<file path="config.mk">
export PLATFORM = sky130hd
export DESIGN_NAME = serial_adder_flat
export DESIGN_NICKNAME = d
export VERILOG_FILES = /design/src/rtl/serial_adder_if.sv /design/src/rtl/serial_adder.sv /design/src/flat_wrapper.sv
export SDC_FILE = /design/constraint.sdc
export NUM_CORES = 1
export LEC_CHECK = 0
export CORE_AREA = 3 3 72 74
export CTS_CLUSTER_SIZE = 20
export DETAILED_ROUTE_END_ITERATION = 16
export DIE_AREA = 0 0 75 77
export PLACE_DENSITY_LB_ADDON = 0.08
export SYNTH_ARGS = -nofsm -noshare
export SYNTH_HDL_FRONTEND = slang
export SYNTH_SLANG_ARGS = --single-unit
</file>
<file path="constraint.sdc">
create_clock -name clk -period 1.6 [get_ports clk]
set_clock_uncertainty 0.05 [all_clocks]
set_input_delay 0.16 -clock clk [delete_from_list [all_inputs] [get_ports clk]]
set_output_delay 0.16 -clock clk [all_outputs]
set_load 0.02 [all_outputs]
</file>
<file path="src/rtl/serial_adder_if.sv">
// Operand/result handshake bundle for serial_adder.
// The ovf signal is present only when SERIAL_ADD_OVF_EN is defined.
interface serial_adder_if #(
  parameter int unsigned W = 8
);
  logic         in_valid;
  logic         in_ready;
  logic [W-1:0] a;
  logic [W-1:0] b;
  logic         out_valid;
  logic         out_ready;
  logic [W-1:0] s;
  logic         c;
`ifdef SERIAL_ADD_OVF_EN
  logic         ovf;

  modport master (
    output in_valid, a, b, out_ready,
    input  in_ready, out_valid, s, c, ovf
  );
  modport slave (
    input  in_valid, a, b, out_ready,
    output in_ready, out_valid, s, c, ovf
  );
`else
  modport master (
    output in_valid, a, b, out_ready,
    input  in_ready, out_valid, s, c
  );
  modport slave (
    input  in_valid, a, b, out_ready,
    output in_ready, out_valid, s, c
  );
`endif
endinterface

</file>
<file path="src/rtl/serial_adder.sv">
// Bit-serial W-bit adder built from two cascaded half-adder stages and a carry flop.
// Define SERIAL_ADD_OVF_EN to add the signed-overflow flag (ovf).
module serial_adder #(
  parameter int unsigned W = 8
) (
  input  logic           clk,
  input  logic           rst,
  serial_adder_if.slave  bus
);

  localparam int unsigned CW = $clog2(W);

  typedef enum logic [1:0] {IDLE, ADD, DONE} state_t;

  state_t         state_q, state_d;
  logic [W-1:0]   a_sh_q, a_sh_d;
  logic [W-1:0]   b_sh_q, b_sh_d;
  logic [W-2:0]   sum_q, sum_d;
  logic           cy_q, cy_d;
  logic [CW-1:0]  cnt_q, cnt_d;
  logic [W-1:0]   s_q, s_d;
  logic           c_q, c_d;
`ifdef SERIAL_ADD_OVF_EN
  logic           a_msb_q, a_msb_d;
  logic           b_msb_q, b_msb_d;
  logic           ovf_q, ovf_d;
`endif

  logic           h1, c1, sb, c2, cy_next;
  logic [W-1:0]   sum_next;

  always_ff @(posedge clk or posedge rst) begin
    if (rst) begin
      state_q <= IDLE;
      a_sh_q  <= '0;
      b_sh_q  <= '0;
      sum_q   <= '0;
      cy_q    <= 1'b0;
      cnt_q   <= '0;
      s_q     <= '0;
      c_q     <= 1'b0;
`ifdef SERIAL_ADD_OVF_EN
      a_msb_q <= 1'b0;
      b_msb_q <= 1'b0;
      ovf_q   <= 1'b0;
`endif
    end else begin
      state_q <= state_d;
      a_sh_q  <= a_sh_d;
      b_sh_q  <= b_sh_d;
      sum_q   <= sum_d;
      cy_q    <= cy_d;
      cnt_q   <= cnt_d;
      s_q     <= s_d;
      c_q     <= c_d;
`ifdef SERIAL_ADD_OVF_EN
      a_msb_q <= a_msb_d;
      b_msb_q <= b_msb_d;
      ovf_q   <= ovf_d;
`endif
    end
  end

  always_comb begin
    state_d = state_q;
    a_sh_d  = a_sh_q;
    b_sh_d  = b_sh_q;
    sum_d   = sum_q;
    cy_d    = cy_q;
    cnt_d   = cnt_q;
    s_d     = s_q;
    c_d     = c_q;
`ifdef SERIAL_ADD_OVF_EN
    a_msb_d = a_msb_q;
    b_msb_d = b_msb_q;
    ovf_d   = ovf_q;
`endif

    h1      = a_sh_q[0] ^ b_sh_q[0];
    c1      = a_sh_q[0] & b_sh_q[0];
    sb      = h1 ^ cy_q;
    c2      = h1 & cy_q;
    cy_next = c1 | c2;
    // Only W-1 collected bits are stored; the current bit completes the word.
    sum_next = {sb, sum_q};

    case (state_q)
      IDLE: begin
        if (bus.in_valid) begin
          a_sh_d  = bus.a;
          b_sh_d  = bus.b;
          sum_d   = '0;
          cy_d    = 1'b0;
          cnt_d   = '0;
`ifdef SERIAL_ADD_OVF_EN
          a_msb_d = bus.a[W-1];
          b_msb_d = bus.b[W-1];
`endif
          state_d = ADD;
        end
      end
      ADD: begin
        a_sh_d = a_sh_q >> 1;
        b_sh_d = b_sh_q >> 1;
        sum_d  = sum_next[W-1:1];
        cy_d   = cy_next;
        cnt_d  = cnt_q + CW'(1);
        if (cnt_q == CW'(W - 1)) begin
          s_d     = sum_next;
          c_d     = cy_next;
`ifdef SERIAL_ADD_OVF_EN
          ovf_d   = (a_msb_q == b_msb_q) & (sum_next[W-1] != a_msb_q);
`endif
          state_d = DONE;
        end
      end
      DONE: begin
        if (bus.out_ready) state_d = IDLE;
      end
      default: state_d = IDLE;
    endcase
  end

  always_comb begin
    // State already reads IDLE during reset, so gate ready with rst directly.
    bus.in_ready  = (state_q == IDLE) && !rst;
    bus.out_valid = (state_q == DONE);
    bus.s         = s_q;
    bus.c         = c_q;
`ifdef SERIAL_ADD_OVF_EN
    bus.ovf       = ovf_q;
`endif
  end

endmodule

</file>
<file path="src/flat_wrapper.sv">
// flat-port wrapper written by rule: the top's interface ports become plain ports
module serial_adder_flat 
#(
  parameter int unsigned W = 8
)
  (clk, rst, bus_in_valid, bus_a, bus_b, bus_out_ready, bus_in_ready, bus_out_valid, bus_s, bus_c);
  serial_adder_if #(.W(W)) bus_i ();
  input  logic clk;
  input  logic rst;
  input wire logic [$bits(bus_i.in_valid)-1:0] bus_in_valid;
  input wire logic [$bits(bus_i.a)-1:0] bus_a;
  input wire logic [$bits(bus_i.b)-1:0] bus_b;
  input wire logic [$bits(bus_i.out_ready)-1:0] bus_out_ready;
  output wire logic [$bits(bus_i.in_ready)-1:0] bus_in_ready;
  output wire logic [$bits(bus_i.out_valid)-1:0] bus_out_valid;
  output wire logic [$bits(bus_i.s)-1:0] bus_s;
  output wire logic [$bits(bus_i.c)-1:0] bus_c;
  assign bus_i.in_valid = bus_in_valid;
  assign bus_i.a = bus_a;
  assign bus_i.b = bus_b;
  assign bus_i.out_ready = bus_out_ready;
  assign bus_in_ready = bus_i.in_ready;
  assign bus_out_valid = bus_i.out_valid;
  assign bus_s = bus_i.s;
  assign bus_c = bus_i.c;
  serial_adder #(.W(W)) u_core (.clk(clk), .rst(rst), .bus(bus_i));
endmodule
</file>
==> summary.md, run 1 <==
| Metric | Value |
|---|---|
| Via count | `1227` |
| Worst-path clk slew | `~0.070 ns` |
| DR vias/cell | `a little over 5` |
| Largest net degree at the start of global routing | `39` |
| Multi-input gate area | `about 740 um2` |
| Worst Hold Class | `primary input to asynchronous set/reset pin` |
| Sw frac | `about a third` |
| Synth top area cells | `dfrtp_1 52%, mux2_4 7.4%, a221oi_2 5.7%, a22o_1 4.8%, nor3b_2 4.8%` |
| PortBufs | `30` |
| CTS tree | `yes` |
| Initial Util | `approximately two fifths` |
| F_max | `approximately 650 MHz` |
| Fill count | `413` |
| Buf/Inv on CP | `1` |
| Metal3 WL | `145 um` |
| Clock network power share | `17.7%` |
| Max Used Layer | `met4` |
| FF+latch count, synth | `38` |
| Critical Path Sink | `u_core.bus.s[7]` |
| Clock sink count | `38` |
| Area growth syn-to-layout | `29.36%` |
| Total chip power | `~4.5 mW` |
| Initial antenna violation count | `0` |
| Slowest stage delay, CP | `0.40 ns` |
| DP Worst Slack | `-0.03440 ns` |
| Sequential share of power | `between 30% and 40%` |
| Yosys top cell by area | `dfrtp_1` |
| Endpoint arrival time on the critical path | `around 1.7 ns` |
| Sequential share of the synthesized area | `between 50% and 60%` |
| Global-route wire length before repair | `approximately 6100 um` |
| Ant diodes | `0` |
| Outcome | `completed` |
| Ys Warns | `0` |
| Gr usage total | `between 10% and 20%` |
| Slew @ Worst Pin | `between 0.4 and 0.5 ns` |
| Crit-path slowest cell | `dfrtp_1` |
| Die X | `between 70 and 80 um` |
| Post-Synthesis Cells | `about 140` |
| Crit. End Element | `register` |
| WL final | `3580 um` |
| Cell Rows | `25` |
| Req. time, crit path | `1.73 ns` |
| Path length in cells of the critical path | `5` |
| WL met2 | `between 1500 and 2000 um` |
| GR Overflow Total | `0` |
| Core Region | `about 0.0047 mm2` |
| Max-capacitance violation count | `0` |
| Final setup viols | `0` |
| Worst-skew pair later-pin latency | `roughly 0.29 ns` |
| PwrDens | `1891 mW/mm2` |
| Yosys cell types | `27` |
| Crit path cell chain | `ha_1, ha_2, nand3b_1, buf_12, mux2_4` |
| Critical-path maximum fanout | `10` |
| CTS hold repair buffers | `0` |
| Root Driver | `clkbuf_8` |
| Switching power total | `around 1.5 mW` |
| Period utilization | `95.46%` |
| Share of cells above drive strength 1 | `between 20% and 30%` |
| Area of all sequential standard cells | `approximately 950 um2` |
| Kind of critical path | `register to register` |
| Combinational Power Share | `44.5%` |
| Setup_tns | `0 ns` |
| Post-DRT Antenna Nets | `0` |
| Gpl congestion | `about 0.7` |
| Worst VDD drop | `0.7315 mV` |
| Slew Limit Fails | `0` |
| Num CTS Buffers | `5` |
| Cell Area, Synth | `between 0.0015 and 0.002 mm2` |
| Final Hold Fails | `0` |
| Die footprint | `just under 0.006 mm2` |
| Internal power | `about 3.0 mW` |
| Worst R2R End | `u_core.bus.s[7]` |
| Drt wl/cell | `15.11 um` |
| H-tree levels | `2` |
| Nets | `a little over 200` |
| First drt pass iteration count | `4` |
| Die extent in y | `roughly 77 um` |
| Launching element of the worst setup path | `u_core.cnt_q[0]` |
| Fin crit period | `between 1.5 and 2 ns` |
| Metal1 wirelength | `roughly 1600 um` |
| DRC viols | `0` |
| R2R Setup Slk | `0.07 ns` |
| Finished Cell Area | `between 0.002 and 0.0025 mm2` |
| Family with the most delay on the worst path | `flip-flops` |
| Worst rel slew slack | `about 69%` |
| Max clock buf depth | `2` |
| Initial drt markers | `68` |
| Dpl cell area | `roughly 0.0022 mm2` |
| Static leakage | `1.095 nW` |
| Vias in the first global route | `between 1000 and 1500` |
| Core Util, Final | `slightly above 50%` |
| RSZ-0062 raised after global routing | `no` |
| Final worst slack | `about 0.073 ns` |
| Post-Syn Area per Cell | `12.87 um2` |
| I/O pins | `31` |
| R2R depth | `5` |
| R2R Path Start | `u_core.cnt_q[0]` |
| Post-DP HPWL | `approximately 2500 um` |
| Startpoint types | `register` |
| Syn_nets | `165` |
| Top cell type's share of synthesized area | `about 52%` |
## tightest hold or removal path: stages
cell and delay, ns:
clkdlybuf4s50_1 0.43, inv_1 0.10, buf_12 0.23
## logic make-up after synthesis
family | share of synthesized area, %
compound gates | 16.56
fa+ha+maj | 2.464
buf+inv | 7.803
flops | 52.02
mux | 8.008
simple gates | 13.14
## how the worst min path moves through the flow
stage                     cells past startpoint              from                 to
final                                         3               rst   u_core.a_sh_q[0]
after global routing                          3               rst   u_core.b_sh_q[7]
after CTS                                     3               rst   u_core.a_sh_q[5]
after detailed placement                      1  u_core.b_sh_q[7]   u_core.b_sh_q[7]
after global placement                        1   u_core.cnt_q[1]    u_core.cnt_q[1]
after floorplan                               1     bus_out_ready  u_core.state_q[1]
## cell type report
type	instances	area share (%)
repair buffers	43	18.36
inverters	17	2.698
clock inverters	3	1.693
clock buffers	5	2.910
well taps	54	2.857
flip-flops and latches	38	40.21
multi-input cells	77	31.27
## sequential cells by signal, indices dropped and copies added, names as in the netlist
signal,flops
u_core.state_q,2
u_core.b_sh_q,8
u_core.cy_q,1
u_core.sum_q,7
u_core.cnt_q,3
u_core.bus.s,8
u_core.a_sh_q,8
u_core.bus.c,1
## Yosys cell counts, drive strengths merged
| library cell | instances |
|---|---|
| ha | 2 |
| nand2 | 1 |
| fa | 1 |
| nor3 | 1 |
| o311ai | 1 |
| nand2b | 1 |
| nor3b | 13 |
| nor2 | 13 |
| nor2b | 4 |
| a21oi | 1 |
| nand3b | 1 |
| dfrtp | 38 |
| nand4bb | 1 |
| a222oi | 1 |
| inv | 17 |
| buf | 10 |
| mux2 | 10 |
| o21bai | 1 |
| a32o | 1 |
| o21ai | 1 |
| a221oi | 13 |
| a22o | 10 |
## routing by layer
| layer | up-vias | global-route usage [%] |
|---|---|---|
| met5 | - | 0 |
| met4 | 0 | 4.270 |
| li1 | 592 | - |
| met2 | 25 | 23.17 |
| met1 | 605 | 16.61 |
| met3 | 5 | 4.325 |
## what timing repair did
action,in CTS,in global routing
setup endpoints to repair,2,13
resized for setup,2,3
setup buffers,0,1
pin swaps,0,1
gates cloned,0,0
## per-stage QoR
stage | cells | hold WS [ns]
5_1_grt | 237 | 0.2393
3_5_place_dp | 228 | 0.4406
2_1_floorplan | 142 | 0.2176
6_report | 237 | 0.2157
4_1_cts | 236 | 0.2158
3_3_place_gp | 228 | 0.4362
## placed cells by master (no fill, tap or decap), types with 2 or more instances in the layout
| master | n |
|---|---|
| clkbuf_8 | 5 |
| a221oi_2 | 7 |
| clkinv_2 | 2 |
| a221oi_1 | 6 |
| buf_4 | 10 |
| nor3b_1 | 6 |
| dfrtp_1 | 38 |
| a22o_1 | 10 |
| buf_12 | 3 |
| nor2_1 | 13 |
| mux2_4 | 9 |
| inv_1 | 17 |
| nor2b_1 | 3 |
| nor3b_2 | 7 |
| clkdlybuf4s50_1 | 28 |
## power by group through the flow
stage,sequential [mW],clock [mW],combinational [mW]
detailed placement,1.71,0,2.02
global route,1.75,0.858,2.21
global placement,1.69,0,1.98
floorplan,1.77,0,1.35
CTS,1.69,0.828,2.02
finish,1.69,0.790,1.99
Note: power is estimated with default switching activity, not from simulation.
==> inputs of run 2 (changes only) <==
--- a/config.mk
+++ b/config.mk
@@ -5,10 +5,10 @@
 export SDC_FILE = /design/constraint.sdc
 export NUM_CORES = 1
 export LEC_CHECK = 0
-export CORE_AREA = 3 3 72 74
+export CORE_AREA = 3 3 60 89
 export CTS_CLUSTER_SIZE = 20
 export DETAILED_ROUTE_END_ITERATION = 16
-export DIE_AREA = 0 0 75 77
+export DIE_AREA = 0 0 63 92
 export PLACE_DENSITY_LB_ADDON = 0.08
 export SYNTH_ARGS = -nofsm -noshare
 export SYNTH_HDL_FRONTEND = slang
==> summary.md, run 2 (synthesized netlist as in run 1, its figures left out) <==
| Metric | Value |
|---|---|
| Crit. End Element | `register` |
| Outcome | `completed` |
| Dpl cell area | `0.002255 mm2 (+0.45%)` |
| Final worst slack | `0.008509 ns (-0.06408 ns)` |
| Critical-path maximum fanout | `5 (-5)` |
| DRC viols | `0 (unchanged)` |
| Slew @ Worst Pin | `0.4527 ns (-0.01272 ns)` |
| Sequential share of power | `35.6% (-2.2 points)` |
| Final Hold Fails | `0 (unchanged)` |
| Kind of critical path | `register to register` |
| WL final | `3549 um (-0.87%)` |
| Slew Limit Fails | `0 (unchanged)` |
| R2R Path Start | `u_core.cnt_q[1]` |
| First drt pass iteration count | `4 (unchanged)` |
| Largest net degree at the start of global routing | `39 (unchanged)` |
| Ant diodes | `0 (unchanged)` |
| Fin crit period | `1.591 ns (+0.06408 ns)` |
| Finished Cell Area | `0.002452 mm2 (+3.7%)` |
| Static leakage | `1.123 nW (+2.6%)` |
| R2R Setup Slk | `0.009 ns (-0.06 ns)` |
| Endpoint arrival time on the critical path | `1.72 ns (+0.07 ns)` |
| Gpl congestion | `0.6747 (-5.6%)` |
| Worst R2R End | `u_core.bus.s[2]` |
| I/O pins | `31 (unchanged)` |
| Initial drt markers | `43 (-37%)` |
| Commonest non-fill, non-tap cell in the layout | `dfrtp_1` |
| GR peak layer | `met2` |
| Gr usage total | `12.93% (-0.92 points)` |
| Met2 Use GR | `22.73% (-0.44 points)` |
| Sw frac | `31.74% (-1.5 points)` |
| Launching element of the worst setup path | `u_core.cnt_q[1]` |
| Met3 Use GR | `3.922% (-0.40 points)` |
| H-tree levels | `2 (unchanged)` |
| Die footprint | `0.005796 mm2 (+0.36%)` |
| R2R depth | `5 (unchanged)` |
| Switching power total | `1.510 mW (+1.5%)` |
| Startpoint types | `register` |
| Clock sink count | `38 (unchanged)` |
| Root Driver | `clkbuf_8` |
| RSZ-0062 raised after global routing | `yes` |
| Post-DP HPWL | `2457 um (-1.2%)` |
| PortBufs | `30 (unchanged)` |
| CTS tree | `yes` |
| Share of cells above drive strength 1 | `26.78% (+0.55 points)` |
| Global-route wire length before repair | `5899 um (-3.3%)` |
| Drt wl/cell | `14.37 um (-4.9%)` |
| GR Util met1 | `14.18% (-2.4 points)` |
| Req. time, crit path | `1.73 ns (about the same)` |
| F_max | `628.3 MHz (-4.0%)` |
| Die extent in y | `92 um (+19%)` |
| DP Worst Slack | `0.01654 ns (+0.05094 ns)` |
| Worst-path clk slew | `0.08 ns (about the same)` |
| Core Region | `0.004617 mm2 (-0.94%)` |
| Num CTS Buffers | `5 (unchanged)` |
| Vias in the first global route | `1285 (-2.3%)` |
| Crit path cell chain | `ha_2, ha_4, nand3b_1, clkbuf_16, mux2_4` |
| Total chip power | `4.757 mW (+6.4%)` |
| Area growth syn-to-layout | `34.15%` |
| Via count | `1211 (-1.3%)` |
| GR Overflow Total | `0 (unchanged)` |
| Combinational Power Share | `43.2% (-1.3 points)` |
| Final setup viols | `0 (unchanged)` |
| Cell Rows | `30 (+20%)` |
| Period utilization | `99.47% (+4.0 points)` |
| Nets | `205 (unchanged)` |
| Worst-skew pair later-pin latency | `0.29 ns (about the same)` |
| Clock network power share | `21.1% (+3.4 points)` |
| Worst Hold Class | `primary input to asynchronous set/reset pin` |
| Max clock buf depth | `2 (unchanged)` |
| Fill count | `425 (+2.9%)` |
| Initial Util | `39.59% (+0.37 points)` |
| Crit-path slowest cell | `dfrtp_1` |
| Die X | `63 um (-16%)` |
| Initial antenna violation count | `0 (unchanged)` |
| Commonest cells after routing, fill and taps aside | `38 x dfrtp_1, 28 x clkdlybuf4s50_1, 17 x inv_1, 13 x nor2_1, 10 x a22o_1` |
| CTS hold repair buffers | `0 (unchanged)` |
| Slowest stage delay, CP | `0.40 ns (about the same)` |
| Worst rel slew slack | `69.68% (+0.85 points)` |
| Post-DRT Antenna Nets | `0 (unchanged)` |
| PwrDens | `1940 mW/mm2 (+2.6%)` |
| DR vias/cell | `4.903 (-5.3%)` |
| Internal power | `3.247 mW (+8.8%)` |
| Max-capacitance violation count | `0 (unchanged)` |
| Worst VDD drop | `0.7121 mV (-2.6%)` |
## run 2: worst max-delay path: cells and delay by family (launching register included)
kind	cells	cell delay, ns
buf+inv	1	0.20
simple gates	1	0.19
fa+ha+maj	2	0.35
mux	1	0.29
flops	1	0.40
## run 2: worst max-delay path by stage
stage | cells after the start | slack [ns] | end
final | 5 | 0.009 | u_core.bus.s[2]
after floorplan | 5 | 0.12 | u_core.bus.c
after global routing | 5 | -0.04 | u_core.bus.s[6]
after global placement | 3 | 0.004 | bus_in_ready
after detailed placement | 3 | 0.02 | bus_in_ready
after CTS | 5 | 0.02 | u_core.bus.c
## run 2: stage by stage
| step | instances | TNS [ns] | hold slack, ns | util [%] |
|---|---|---|---|---|
| 2_1_floorplan | 142 | 0 | 0.2176 | - |
| 3_5_place_dp | 236 | 0 | 0.4415 | 48.83 |
| 3_3_place_gp | 236 | 0 | 0.4409 | 48.83 |
| 4_1_cts | 244 | 0 | 0.2197 | 51.87 |
| 5_1_grt | 247 | -0.1749 | 0.2283 | 53.12 |
| 6_report | 247 | 0 | 0.2026 | 53.12 |
## run 2: power by group through the flow
stage          Clock [mW]  Combinational (mW)  Sequential (mW)
2_1_floorplan           0                1.35             1.77
3_3_place_gp            0                1.96             1.69
3_5_place_dp            0                2.02             1.71
4_1_cts              1.03                2.02             1.70
5_1_grt              1.08                2.24             1.76
6_report             1.01                2.06             1.70
## run 2: repair_timing
item	CTS	global route
resized for setup	2	4
setup endpoints to repair	2	10
setup buffers	0	2
cloned	0	1
pin swaps	0	1
## run 2: per-layer routing
layer  wire length [um]  vias to the layer above
met5                  0                        -
met4                 45                        0
met3                202                        4
met2               1829                       27
met1               1471                      591
li1                   -                      589
## run 2: cell type report
type                       count  area (um2)  area share (%)
timing repair buffer          43       462.9           18.88
clock inverter                 2       60.06           2.449
sequential                    38       950.9           38.78
multi-input combinational     77       752.0           30.66
clock buffer                   6       82.58           3.367
inverter                      17       63.81           2.602
tap                           64       80.08           3.265
